<file path="src/rtl/ef_uart_apb_ctrl.sv">
// ef_uart_apb_ctrl: autonomous APB master that initialises an EF_UART_APB and
// moves bytes between its FIFOs and a pair of valid/ready byte streams.
module ef_uart_apb_ctrl #(
    parameter logic [15:0] PR_INIT   = 16'd10,
    parameter logic [13:0] CFG_INIT  = 14'b111111_000_0_1000,
    parameter logic [4:0]  CTRL_INIT = 5'b0_0_1_1_1,
    parameter int unsigned POLL_GAP  = 4
) (
    input  logic        PCLK,
    input  logic        PRESET,
    output logic [15:0] PADDR,
    output logic        PSEL,
    output logic        PENABLE,
    output logic        PWRITE,
    output logic [31:0] PWDATA,
    input  logic [31:0] PRDATA,
    input  logic        PREADY,
    input  logic [7:0]  tx_data,
    input  logic        tx_valid,
    output logic        tx_ready,
    output logic [7:0]  rx_data,
    output logic        rx_valid,
    input  logic        rx_ready,
    output logic        init_done,
    output logic [2:0]  err_flags,
    output logic [7:0]  err_cnt
);
    localparam logic [15:0] A_RXDATA = 16'h0000;
    localparam logic [15:0] A_TXDATA = 16'h0004;
    localparam logic [15:0] A_PR     = 16'h0008;
    localparam logic [15:0] A_CTRL   = 16'h000C;
    localparam logic [15:0] A_CFG    = 16'h0010;
    localparam logic [15:0] A_RIS    = 16'h0F08;
    localparam logic [15:0] A_IC     = 16'h0F0C;

    typedef enum logic [3:0] {
        S_RST, S_INIT_PR, S_INIT_CFG, S_INIT_CTRL, S_GAP, S_POLL, S_DECIDE,
        S_ERR_CLR, S_RX_RD, S_RX_IC, S_TX_WR, S_TX_IC
    } state_t;

    state_t      state_q, state_d, gap_entry;
    logic        psel_q, penable_q, pwrite_q, pwrite_d;
    logic [15:0] paddr_q, paddr_d;
    logic [31:0] pwdata_q, pwdata_d, ris_q;
    logic        tx_ready_q, rx_valid_q, init_done_q, last_rx_q;
    logic [7:0]  rx_data_q, err_cnt_q, gap_q;
    logic [2:0]  err_flags_q;
    logic        done, err_elig, rx_elig, tx_elig, launch;

    assign done      = psel_q & penable_q & PREADY;
    assign err_elig  = |ris_q[8:6];
    assign rx_elig   = ris_q[3] & ~rx_valid_q;
    assign tx_elig   = ris_q[0] & tx_valid;
    assign gap_entry = (POLL_GAP == 0) ? S_POLL : S_GAP;

    always_comb begin
        state_d = state_q;
        case (state_q)
            S_RST:       state_d = S_INIT_PR;
            S_INIT_PR:   if (done) state_d = S_INIT_CFG;
            S_INIT_CFG:  if (done) state_d = S_INIT_CTRL;
            S_INIT_CTRL, S_ERR_CLR, S_RX_IC, S_TX_IC: if (done) state_d = gap_entry;
            S_GAP:       if (gap_q == 8'd0) state_d = S_POLL;
            S_POLL:      if (done) state_d = S_DECIDE;
            // RX and TX both eligible: take whichever did not win last time
            S_DECIDE:    state_d = err_elig ? S_ERR_CLR :
                                   (rx_elig && !(tx_elig && last_rx_q)) ? S_RX_RD :
                                   tx_elig ? S_TX_WR : gap_entry;
            S_RX_RD:     if (done) state_d = S_RX_IC;
            S_TX_WR:     if (done) state_d = S_TX_IC;
            default:     state_d = S_RST;
        endcase
    end

    always_comb begin
        paddr_d  = A_IC;
        pwrite_d = 1'b1;
        pwdata_d = 32'h0;
        case (state_d)
            S_INIT_PR:   begin paddr_d = A_PR;   pwdata_d = {16'b0, PR_INIT}; end
            S_INIT_CFG:  begin paddr_d = A_CFG;  pwdata_d = {18'b0, CFG_INIT}; end
            S_INIT_CTRL: begin paddr_d = A_CTRL; pwdata_d = {27'b0, CTRL_INIT}; end
            S_POLL:      begin paddr_d = A_RIS;  pwrite_d = 1'b0; end
            S_RX_RD:     begin paddr_d = A_RXDATA; pwrite_d = 1'b0; end
            S_ERR_CLR:   pwdata_d = ris_q & 32'h1C0;
            S_RX_IC:     pwdata_d = 32'h8;
            S_TX_WR:     begin paddr_d = A_TXDATA; pwdata_d = {24'b0, tx_data}; end
            S_TX_IC:     pwdata_d = 32'h1;
            default:     ;
        endcase
    end

    assign launch = (state_d != state_q) && !(state_d inside {S_RST, S_GAP, S_DECIDE});

    always_ff @(posedge PCLK) begin
        if (PRESET) begin
            state_q     <= S_RST;
            psel_q      <= 1'b0;
            penable_q   <= 1'b0;
            pwrite_q    <= 1'b0;
            paddr_q     <= 16'h0;
            pwdata_q    <= 32'h0;
            ris_q       <= 32'h0;
            tx_ready_q  <= 1'b0;
            rx_valid_q  <= 1'b0;
            rx_data_q   <= 8'h0;
            init_done_q <= 1'b0;
            err_flags_q <= 3'b0;
            err_cnt_q   <= 8'h0;
            last_rx_q   <= 1'b0;
            gap_q       <= 8'h0;
        end else begin
            state_q    <= state_d;
            tx_ready_q <= launch && state_d == S_TX_WR;
            if (launch) begin
                psel_q    <= 1'b1;
                penable_q <= 1'b0;
                paddr_q   <= paddr_d;
                pwrite_q  <= pwrite_d;
                pwdata_q  <= pwdata_d;
            end else if (done) begin
                psel_q    <= 1'b0;
                penable_q <= 1'b0;
            end else if (psel_q) begin
                penable_q <= 1'b1;
            end
            if (state_q == S_POLL && done) ris_q <= PRDATA;
            if (state_q == S_INIT_CTRL && done) init_done_q <= 1'b1;
            if (state_q == S_RX_RD && done) begin
                rx_data_q  <= PRDATA[7:0];
                rx_valid_q <= 1'b1;
            end else if (rx_valid_q && rx_ready) begin
                rx_valid_q <= 1'b0;
            end
            if (launch && state_d == S_ERR_CLR) begin
                err_flags_q <= err_flags_q | ris_q[8:6];
                err_cnt_q   <= err_cnt_q + {7'b0, err_cnt_q != 8'hFF};
            end
            if (launch && (state_d == S_RX_RD || state_d == S_TX_WR)) last_rx_q <= (state_d == S_RX_RD);
            gap_q <= (state_q == S_GAP) ? gap_q - 8'd1 : 8'(POLL_GAP - 1);
        end
    end

    assign PADDR     = paddr_q;
    assign PSEL      = psel_q;
    assign PENABLE   = penable_q;
    assign PWRITE    = pwrite_q;
    assign PWDATA    = pwdata_q;
    assign tx_ready  = tx_ready_q;
    assign rx_data   = rx_data_q;
    assign rx_valid  = rx_valid_q;
    assign init_done = init_done_q;
    assign err_flags = err_flags_q;
    assign err_cnt   = err_cnt_q;
endmodule

</file>
<file path="config.mk">
export PLATFORM = sky130hd
export DESIGN_NAME = ef_uart_apb_ctrl
export DESIGN_NICKNAME = d
export VERILOG_FILES = /design/src/rtl/ef_uart_apb_ctrl.sv
export SDC_FILE = /design/constraint.sdc
export NUM_CORES = 1
export LEC_CHECK = 0
export BUFFER_PORTS_ARGS = -buffer_cell sky130_fd_sc_hd__buf_4
export CORE_MARGIN = 2
export CORE_UTILIZATION = 25
export DETAILED_ROUTE_END_ITERATION = 8
export PLACE_DENSITY_LB_ADDON = 0.25
export SLEW_MARGIN = 30
export SYNTH_ARGS = -nofsm -noshare
export SYNTH_HDL_FRONTEND = slang
export SYNTH_SLANG_ARGS = --single-unit
</file>
<file path="constraint.sdc">
create_clock -name PCLK -period 2.8 [get_ports PCLK]
set_input_delay 0.7 -clock PCLK [delete_from_list [all_inputs] [get_ports PCLK]]
set_output_delay 0.7 -clock PCLK [all_outputs]
set_load 0.005 [all_outputs]
</file>
==> results of run 1 <==
-- routing by layer --
| metal | part of all wire [%] | vias up | track usage (%) |
|---|---|---|---|
| met5 | 0 | - | 0 |
| met4 | 2.0 | 0 | 5.27 |
| met3 | 5.8 | 13 | 4.46 |
| met2 | 46 | 75 | 18.9 |
| met1 | 47 | 1190 | 15.2 |
| li1 | - | 1255 | - |
-- tightest hold or removal path, stage by stage (launching register included) --
cell and delay [ns]:
dfxtp_1 0.31, nand2_1 0.05, a21oi_1 0.05
-- placed cells by master (no fill, tap or decap), types with 6 or more instances in the layout --
cell       instances
buf_4             86
dfxtp_1           57
nor2_1            43
a21oi_1           27
conb_1            27
nand2_1           20
mux2i_1           15
o21ai_0           14
clkbuf_16          9
nand4_1            7
and3_1             6
nand3_1            6
-- cell families after synthesis --
kind of cell,count (synthesis)
and+or+nand+nor,115
AOI/OAI and AO/OA,73
DFF,57
buffers and inverters,55
muxes,15
xor gates and xnor gates,9
adders and majority gates,3
other,1
-- per-stage QoR --
| stage | utilization [%] | instance area (um^2) |
|---|---|---|
| after floorplan | - | 2990 |
| after global placement | 30.5 | 3470 |
| after detailed placement | 30.5 | 3470 |
| after CTS | 32.9 | 3740 |
| after global routing | 32.9 | 3740 |
| final | 32.9 | 3740 |
-- report_power, final --
part           total [mW]  leakage (nW)  internal [mW]  switching [mW]
clock network        1.01         0.139          0.641           0.366
logic               0.212          1.09          0.103           0.109
registers           0.850         0.462          0.832          0.0179
-- sequential cells by signal (all words and copies together) (netlist names) --
signal,cells
last_rx_q,1
init_done,1
state_q,4
PWRITE,1
rx_data,8
PWDATA,10
gap_q,8
PSEL,1
err_cnt,8
rx_valid,1
PENABLE,1
ris_q,5
tx_ready,1
PADDR,4
err_flags,3
-- area by class of cell --
type,count,share of cell area (%)
clock buffer,13,6.95
sequential,57,30.5
clock inverter,3,0.401
timing repair buffer,86,17.2
multi-input combinational,242,39.6
inverter,5,0.501
tap,143,4.78
-- Yosys cell counts (all sizes together) (2+ instances only) --
| master | number |
|---|---|
| a211o | 3 |
| a211oi | 5 |
| a21o | 2 |
| a21oi | 27 |
| a221o | 2 |
| a22oi | 2 |
| a311oi | 2 |
| a32o | 2 |
| a32oi | 2 |
| and3 | 7 |
| and4 | 2 |
| buf | 38 |
| clkbuf | 12 |
| dfxtp | 57 |
| ha | 3 |
| inv | 5 |
| mux2i | 15 |
| nand2 | 21 |
| nand2b | 4 |
| nand3 | 6 |
| nand4 | 7 |
| nor2 | 43 |
| nor3 | 4 |
| nor3b | 3 |
| nor4 | 2 |
| o21ai | 14 |
| or3 | 5 |
| or4 | 2 |
| xnor2 | 4 |
| xor2 | 5 |
-- how the worst max path moves through the flow --
stage	start	end	slack [ns]	cells after the start
finish	ris_q[7]$_SDFFE_PP0P_	PWDATA[7]$_SDFFE_PP0P_	0.31	6
global route	state_q[1]$_SDFF_PP0_	PWDATA[1]$_SDFFE_PP0P_	0.09	6
CTS	ris_q[7]$_SDFFE_PP0P_	PWDATA[7]$_SDFFE_PP0P_	0.29	6
detailed placement	PREADY	PWDATA[7]$_SDFFE_PP0P_	0.003	8
global placement	PREADY	PWDATA[6]$_SDFFE_PP0P_	0.05	8
floorplan	PREADY	PWDATA[6]$_SDFFE_PP0P_	0.14	8
==> impl_metrics.csv, run 1 <==
group,metric,value,unit
run_status,status,"complete, no violations",
power_and_ir_drop,vdd_drop_max,225,uV
timing,holdWs,0.458,ns
hold_path,hold_end,"last_rx_q$_SDFFE_PP0P_",
power_and_ir_drop,totalPowerFinal,2.07,mW
yosys,syn_inst,328,
worst_setup_path,cpLargestDelayFamily,"compound AO/OA/AOI/OAI gates",
yosys,synth_area_leader_cell,"dfxtp_1",
floorplan,io_pins,118,
timing,setup_viol,0,
yosys,synth_area_leaders,"dfxtp_1, buf_4, nor2_1",
timing,fmax,401,MHz
yosys,yosys_warnings,0,
placement,portBuffers,67,
yosys,synth_edf_count,0,
worst_setup_path,worst-path-buf-inv,0,
final_layout,fin_nets,449,
clocking,cts_made_buffers,9,
yosys,synth_mux_area_share,5.18,%
worst_setup_path,cp-start-kind,"flop",
global_routing,first_global_vias,2336,
placement,dp_hpwl,5480,um
yosys,synthArstFlopShare,0,%
clocking,path_clk_slew,0.05,ns
timing,rsz0062_at_grt,"no",
yosys,ys_seq_elements,57,
placement,gp_congestion,0.838,
worst_setup_path,crit_fanout,7,
final_layout,drive_gt1_share,27.3,%
timing,slew_viol_final,0,
final_layout,regArea,1140,um^2
hold_path,min_from,"last_rx_q$_SDFFE_PP0P_",
clocking,tritoncts,"yes",
yosys,synth.distinct_cells,57,
worst_setup_path,path_cells,"or3_1, a21oi_1, nand4_1, a311o_4, and3_4, a221o_1",
yosys,synth_top_family_by_area,"simple AND/OR/NAND/NOR gates",
yosys,synthAdderAreaFrac,1.30,%
worst_setup_path,critPathKind,"reg2reg",
final_layout,antenna_cells,0,
yosys,seq_area_frac_synth,39.4,%
timing,relSlewSlack,66.7,%
timing,finalSetupTns,0,ns
clocking,cts_setup_buffers,0,
power_and_ir_drop,p_leak,1.69,nW
route,wl_per_cell,13.4,um
hold_path,worstHoldPathType,"reg2reg",
global_routing,grt_pass1_wl,12000,um
power_and_ir_drop,p_per_area,552,nW/um^2
yosys,synthFlopType,"dfxtp_1",
worst_setup_path,r2r_cells,6,
worst_setup_path,worstPathRequired,3.01,ns
floorplan,die_area,12500,um^2
worst_setup_path,r2r_slack,0.31,ns
global_routing,antenna_found_initial,0,
placement,dp.cells,533,
yosys,syn_area_per_cell,8.83,um^2
clocking,cts_sinks,57,
route,num_vias,2533,
timing,final_hold_viol_count,0,
worst_setup_path,cp-end-kind,"flop",
hold_path,hold_depth,2,
timing,min_period,2.49,ns
clocking,clk_latency,0.33,ns
route,drtIter0Drc,119,
clocking,clockRootBuffer,"clkbuf_16",
timing,fin_crit_sh,89.0,%
final_layout,multi_input_area,1480,um^2
floorplan,die_w,112,um
global_routing,grt-ovfl-total,0,
floorplan,start_util,25.5,%
route,ant_nets,0,
floorplan,die_h,112,um
placement,post-place-ws,0.00346,ns
route,viasPerCell,4.61,
route,drt-pass1-iter-count,4,
clocking,clock_path_buffers,2,
yosys,yosys.area_share.simple,20.8,%
yosys,synth_xor_area_share,2.72,%
worst_setup_path,cp.arrival,2.71,ns
yosys,yosysTopAreaCellShare,39.4,%
global_routing,grt_max_degree,29,
clocking,post_cts_resized,0,
timing,setup_slack,0.309,ns
clocking,htree_levels,3,
clocking,ctsHoldBuffers,0,
final_layout,areaGrowthSynthToFinish,29.2,%
route,routed_wl,7360,um
floorplan,core,11400,um^2
route,drc_errors,0,
worst_setup_path,reg2reg_to,"PWDATA[7]$_SDFFE_PP0P_",
final_layout,nFillCells,1207,
job,maxCapViolations,0,
yosys,synth_compound_area_share,17.8,%
final_layout,fin_cells,549,
global_routing,grtUsageTotal,12.2,%
worst_setup_path,slowest_stage,"a311o_4",
timing,worstMarginPinSlew,0.495,ns
yosys,syn-cell-area,2900,um^2
floorplan,num_rows,39,
worst_setup_path,r2r_start,"ris_q[7]$_SDFFE_PP0P_",
timing,skew,0.00632,ns
worst_setup_path,max_stage_delay,0.50,ns
(Power assumes the default switching activity.)
==> run 2: changes to the inputs <==
Settings changed: BUFFER_PORTS_ARGS -buffer_cell sky130_fd_sc_hd__buf_4 to -buffer_cell sky130_fd_sc_hd__buf_2, MAX_ROUTING_LAYER set to met4.
==> impl_metrics.csv, run 2 (synthesis results as in run 1) <==
group,metric,value,unit
run_status,status,"complete, no violations",
clocking,htree_levels,3,
final_layout,antenna_cells,0,
worst_setup_path,crit_fanout,6,
power_and_ir_drop,p_leak,1.70,nW
timing,worstMarginPinSlew,0.582,ns
final_layout,finish.instance_area,3620,um^2
global_routing,grt_max_degree,29,
final_layout,areaGrowthSynthToFinish,25.0,%
floorplan,die_h,112,um
final_layout,fin_nets,450,
timing,fin_crit_sh,91.6,%
power_and_ir_drop,p_per_area,605,nW/um^2
worst_setup_path,max_stage_delay,0.49,ns
placement,postPlaceCellArea,3310,um^2
route,drc_errors,0,
floorplan,core,11400,um^2
global_routing,antenna_found_initial,0,
worst_setup_path,cp-end-kind,"flop",
global_routing,first_global_vias,2277,
timing,rsz0062_at_grt,"no",
timing,min_period,2.56,ns
worst_setup_path,slowest_stage,"a311o_4",
clocking,clk_latency,0.32,ns
final_layout,utilization,31.8,%
global_routing,grtUsageTotal,12.3,%
floorplan,start_util,25.5,%
route,drt-pass1-iter-count,5,
clocking,post_cts_resized,0,
worst_setup_path,worstPathRequired,3.01,ns
placement,dp_hpwl,5320,um
clocking,clock_path_buffers,2,
clocking,clockRootBuffer,"clkbuf_16",
route,viasPerCell,4.50,
power_and_ir_drop,totalPowerFinal,2.19,mW
timing,finalSetupTns,0,ns
floorplan,die_w,112,um
floorplan,io_pins,118,
clocking,tritoncts,"yes",
worst_setup_path,path_cells,"or3_1, a21oi_1, nand4_1, a311o_4, and3_4, a221o_1",
timing,setup_viol,0,
timing,relSlewSlack,60.8,%
final_layout,drive_gt1_share,27.8,%
placement,gp_congestion,0.868,
route,drtIter0Drc,175,
route,num_vias,2477,
clocking,path_clk_slew,0.05,ns
route,routed_wl,7250,um
timing,fmax,390,MHz
route,wl_per_cell,13.2,um
worst_setup_path,r2r_slack,0.24,ns
worst_setup_path,critPathKind,"reg2reg",
floorplan,num_rows,39,
route,ant_nets,0,
final_layout,regArea,1140,um^2
timing,slew_viol_final,0,
clocking,cts_made_buffers,9,
clocking,cts_setup_buffers,0,
timing,final_hold_viol_count,0,
hold_path,worstHoldPathType,"reg2reg",
final_layout,mostFrequentLayoutCell,"buf_2",
final_layout,multi_input_area,1480,um^2
floorplan,die_area,12500,um^2
timing,skew,0.00671,ns
final_layout,layout_common_cells,"buf_2, dfxtp_1, nor2_1",
clocking,ctsHoldBuffers,0,
worst_setup_path,cp-start-kind,"flop",
final_layout,largest_reg_flops,10,
placement,portBuffers,67,
final_layout,nFillCells,1220,
job,maxCapViolations,0,
power_and_ir_drop,vdd_drop_max,250,uV
global_routing,grt-ovfl-total,0,
worst_setup_path,cp.arrival,2.77,ns
global_routing,grt_pass1_wl,11800,um
clocking,cts_sinks,57,
run 2: power breakdown:
part / leakage (nW) / switching [mW] / internal [mW]
Sequential: 0.462 / 0.0173 / 0.831
Combinational: 1.08 / 0.113 / 0.0844
Clock: 0.152 / 0.370 / 0.773
run 2: through the flow:
step	std cells	hold WS [ns]	worst slack [ns]
2_1_floorplan	354	0.437	0.136
3_3_place_gp	534	0.450	0.0598
3_5_place_dp	534	0.463	0.0494
4_1_cts	550	0.471	0.262
5_1_grt	550	0.495	0.0437
6_report	550	0.463	0.235
run 2: area by class of cell:
type                       count  area share [%]
multi-input combinational    242            41.0
sequential                    57            31.5
timing repair buffer          87            13.4
clock buffer                  10            6.33
tap                          143            4.94
clock inverter                 6            2.28
inverter                       5           0.518
run 2: critical path: cells and delay by family, from the launching register on:
family / cells / cell delay, ns
AND/OR/NAND/NOR: 3 / 0.96
flip-flops: 1 / 0.36
AO/OA/AOI/OAI: 3 / 1.12
run 2: path summary, 6_finish.rpt:
| kind | to | start | cells after the start |
|---|---|---|---|
| setup reg to reg | PWDATA[6]$_SDFFE_PP0P_ | ris_q[7]$_SDFFE_PP0P_ | 6 |
| hold / removal | last_rx_q$_SDFFE_PP0P_ | last_rx_q$_SDFFE_PP0P_ | 2 |
| setup / recovery | PWDATA[6]$_SDFFE_PP0P_ | ris_q[7]$_SDFFE_PP0P_ | 6 |
| hold reg to reg | last_rx_q$_SDFFE_PP0P_ | last_rx_q$_SDFFE_PP0P_ | 2 |
run 2: routing by layer:
| layer | up-vias | routed length [um] | GRT usage [%] | part of all wire [%] |
|---|---|---|---|---|
| met4 | 0 | 100 | 4.61 | 1.4 |
| li1 | 1260 | - | - | - |
| met3 | 8 | 483 | 3.59 | 6.7 |
| met5 | - | 0 | - | 0 |
| met2 | 95 | 3170 | 17.7 | 44 |
| met1 | 1114 | 3490 | 16.2 | 48 |
==> run 3: changes to the inputs <==
==> constraint.sdc (replaced) <==
create_clock -name PCLK -period 2.33 [get_ports PCLK]
set_input_delay 0.233 -clock PCLK [delete_from_list [all_inputs] [get_ports PCLK]]
set_output_delay 0.233 -clock PCLK [all_outputs]
set_load 0.005 [all_outputs]
==> impl_metrics.csv, run 3 (synthesis results as in run 1) <==
group,metric,value,unit
run_status,status,"complete, no violations",
placement,postPlaceCellArea,3420,um^2
global_routing,first_global_vias,2416,
power_and_ir_drop,totalPowerFinal,2.56,mW
route,drt-pass1-iter-count,4,
hold_path,hold_end,"rx_data[5]$_SDFFE_PP0P_",
clocking,htree_levels,3,
final_layout,mostFrequentLayoutCell,"buf_2",
route,viasPerCell,4.50,
clocking,clk_latency,0.32,ns
global_routing,antenna_found_initial,0,
worst_setup_path,crit_fanout,6,
worst_setup_path,reg2reg_to,"PWDATA[7]$_SDFFE_PP0P_",
worst_setup_path,r2r_start,"PENABLE$_SDFFE_PP0P_",
placement,portBuffers,67,
final_layout,drive_gt1_share,33.2,%
worst_setup_path,critPathKind,"reg2reg",
final_layout,fin_nets,468,
route,wl_per_cell,13.0,um
power_and_ir_drop,vdd_drop_max,317,uV
placement,dp_hpwl,5590,um
timing,rsz0062_at_grt,"no",
clocking,cts_sinks,57,
timing,holdWs,0.145,ns
worst_setup_path,cp-end-kind,"flop",
clocking,ctsHoldBuffers,0,
clocking,cts_made_buffers,9,
timing,skew,0.00685,ns
final_layout,finish.instance_area,3770,um^2
clocking,clock_path_buffers,2,
hold_path,worstHoldPathType,"in2reg",
floorplan,die_w,112,um
placement,gp_congestion,0.879,
final_layout,largest_reg_flops,10,
clocking,clockRootBuffer,"clkbuf_16",
route,ant_nets,0,
job,maxCapViolations,0,
power_and_ir_drop,p_per_area,679,nW/um^2
timing,min_period,2.24,ns
floorplan,start_util,25.5,%
timing,fin_crit_sh,96.2,%
global_routing,grt-ovfl-total,0,
worst_setup_path,r2r_slack,0.09,ns
final_layout,areaGrowthSynthToFinish,30.2,%
global_routing,grt_max_degree,28,
worst_setup_path,cp-start-kind,"flop",
floorplan,core,11400,um^2
floorplan,die_area,12500,um^2
power_and_ir_drop,p_leak,1.78,nW
route,routed_wl,7360,um
worst_setup_path,cp.arrival,2.45,ns
hold_path,hold_depth,3,
timing,slew_viol_final,0,
worst_setup_path,r2r_cells,6,
global_routing,grt_pass1_wl,12100,um
hold_path,min_from,"PRDATA[5]",
final_layout,layout_common_cells,"buf_2, dfxtp_1, nor2_1",
route,drtIter0Drc,124,
clocking,tritoncts,"yes",
timing,final_hold_viol_count,0,
route,drc_errors,0,
final_layout,antenna_cells,0,
floorplan,io_pins,118,
timing,fmax,446,MHz
worst_setup_path,worstPathRequired,2.54,ns
clocking,path_clk_slew,0.05,ns
global_routing,grtUsageTotal,12.5,%
floorplan,num_rows,39,
timing,setup_viol,0,
route,num_vias,2554,
floorplan,die_h,112,um
-- run 3: changes by cell type in the layout (fill, tap and decap cells not counted), sizes merged --
cell,previous run,this run
clkbuf,10,13
bufinv,2,1
clkinvlp,1,0
clkinv,3,2
buf,87,105
-- run 3: metrics by stage --
| stage | setup TNS [ns] | utilization, % | instances | worst slack, ns |
|---|---|---|---|---|
| 2_1_floorplan | 0 | - | 354 | 0.00402 |
| 3_3_place_gp | -0.0645 | 30.0 | 548 | -0.0142 |
| 3_5_place_dp | -0.0785 | 30.0 | 548 | -0.0266 |
| 4_1_cts | 0 | 32.8 | 567 | 0.0345 |
| 5_1_grt | 0 | 33.2 | 568 | 0.0107 |
| 6_report | 0 | 33.2 | 568 | 0.0884 |
-- run 3: how the worst max path moves through the flow --
| stage | startpoint | endpoint | slack (ns) | depth (start not counted) |
|---|---|---|---|---|
| 2_1_floorplan | PSEL$_SDFFE_PP0P_ | PWDATA[6]$_SDFFE_PP0P_ | 0.004 | 8 |
| 3_3_place_gp | PREADY | PWDATA[3]$_SDFFE_PP0P_ | -0.01 | 8 |
| 3_5_place_dp | state_q[0]$_SDFF_PP0_ | PADDR[10]$_SDFFE_PP0P_ | -0.03 | 7 |
| 4_1_cts | state_q[0]$_SDFF_PP0_ | PADDR[10]$_SDFFE_PP0P_ | 0.03 | 9 |
| 5_1_grt | gap_q[0]$_SDFF_PP0_ | PWDATA[8]$_SDFFE_PP0P_ | 0.01 | 11 |
| 6_report | PENABLE$_SDFFE_PP0P_ | PWDATA[7]$_SDFFE_PP0P_ | 0.09 | 6 |
-- run 3: timing repair --
item                                    in CTS  in global routing
cloned                                       0                  0
pin swaps                                    2                  4
endpoints found under the setup margin       8                 15
setup buffers                                3                  1
gates resized for setup                      0                 12
hold endpoints to repair                     0                  0
-- run 3: final cells by class --
| class | instances | area, um^2 |
|---|---|---|
| Clock buffer | 13 | 250 |
| Clock inverter | 3 | 40.0 |
| Fill cell | 1195 | 7600 |
| Inverter | 5 | 18.8 |
| Multi-Input combinational cell | 242 | 1510 |
| Sequential cell | 57 | 1150 |
| Tap cell | 143 | 179 |
| Timing Repair Buffer | 105 | 621 |
-- run 3: critical path, cell delays in order (launching register included) --
cell	delay [ns]
dfxtp_2	0.31
and3_1	0.25
nand2_4	0.07
or4b_4	0.57
a311o_4	0.47
and3_4	0.19
a221o_1	0.28
-- run 3: per-layer routing --
layer	GRT usage (%)	wire, um
met1	16.0	3520
met4	5.51	95
met5	-	0
met3	3.38	336
met2	18.5	3410
-- run 3: power by group --
| part | total (mW) | internal, mW | switching (mW) |
|---|---|---|---|
| Clock | 1.27 | 0.852 | 0.422 |
| Combinational | 0.267 | 0.126 | 0.141 |
| Sequential | 1.02 | 1.00 | 0.0183 |
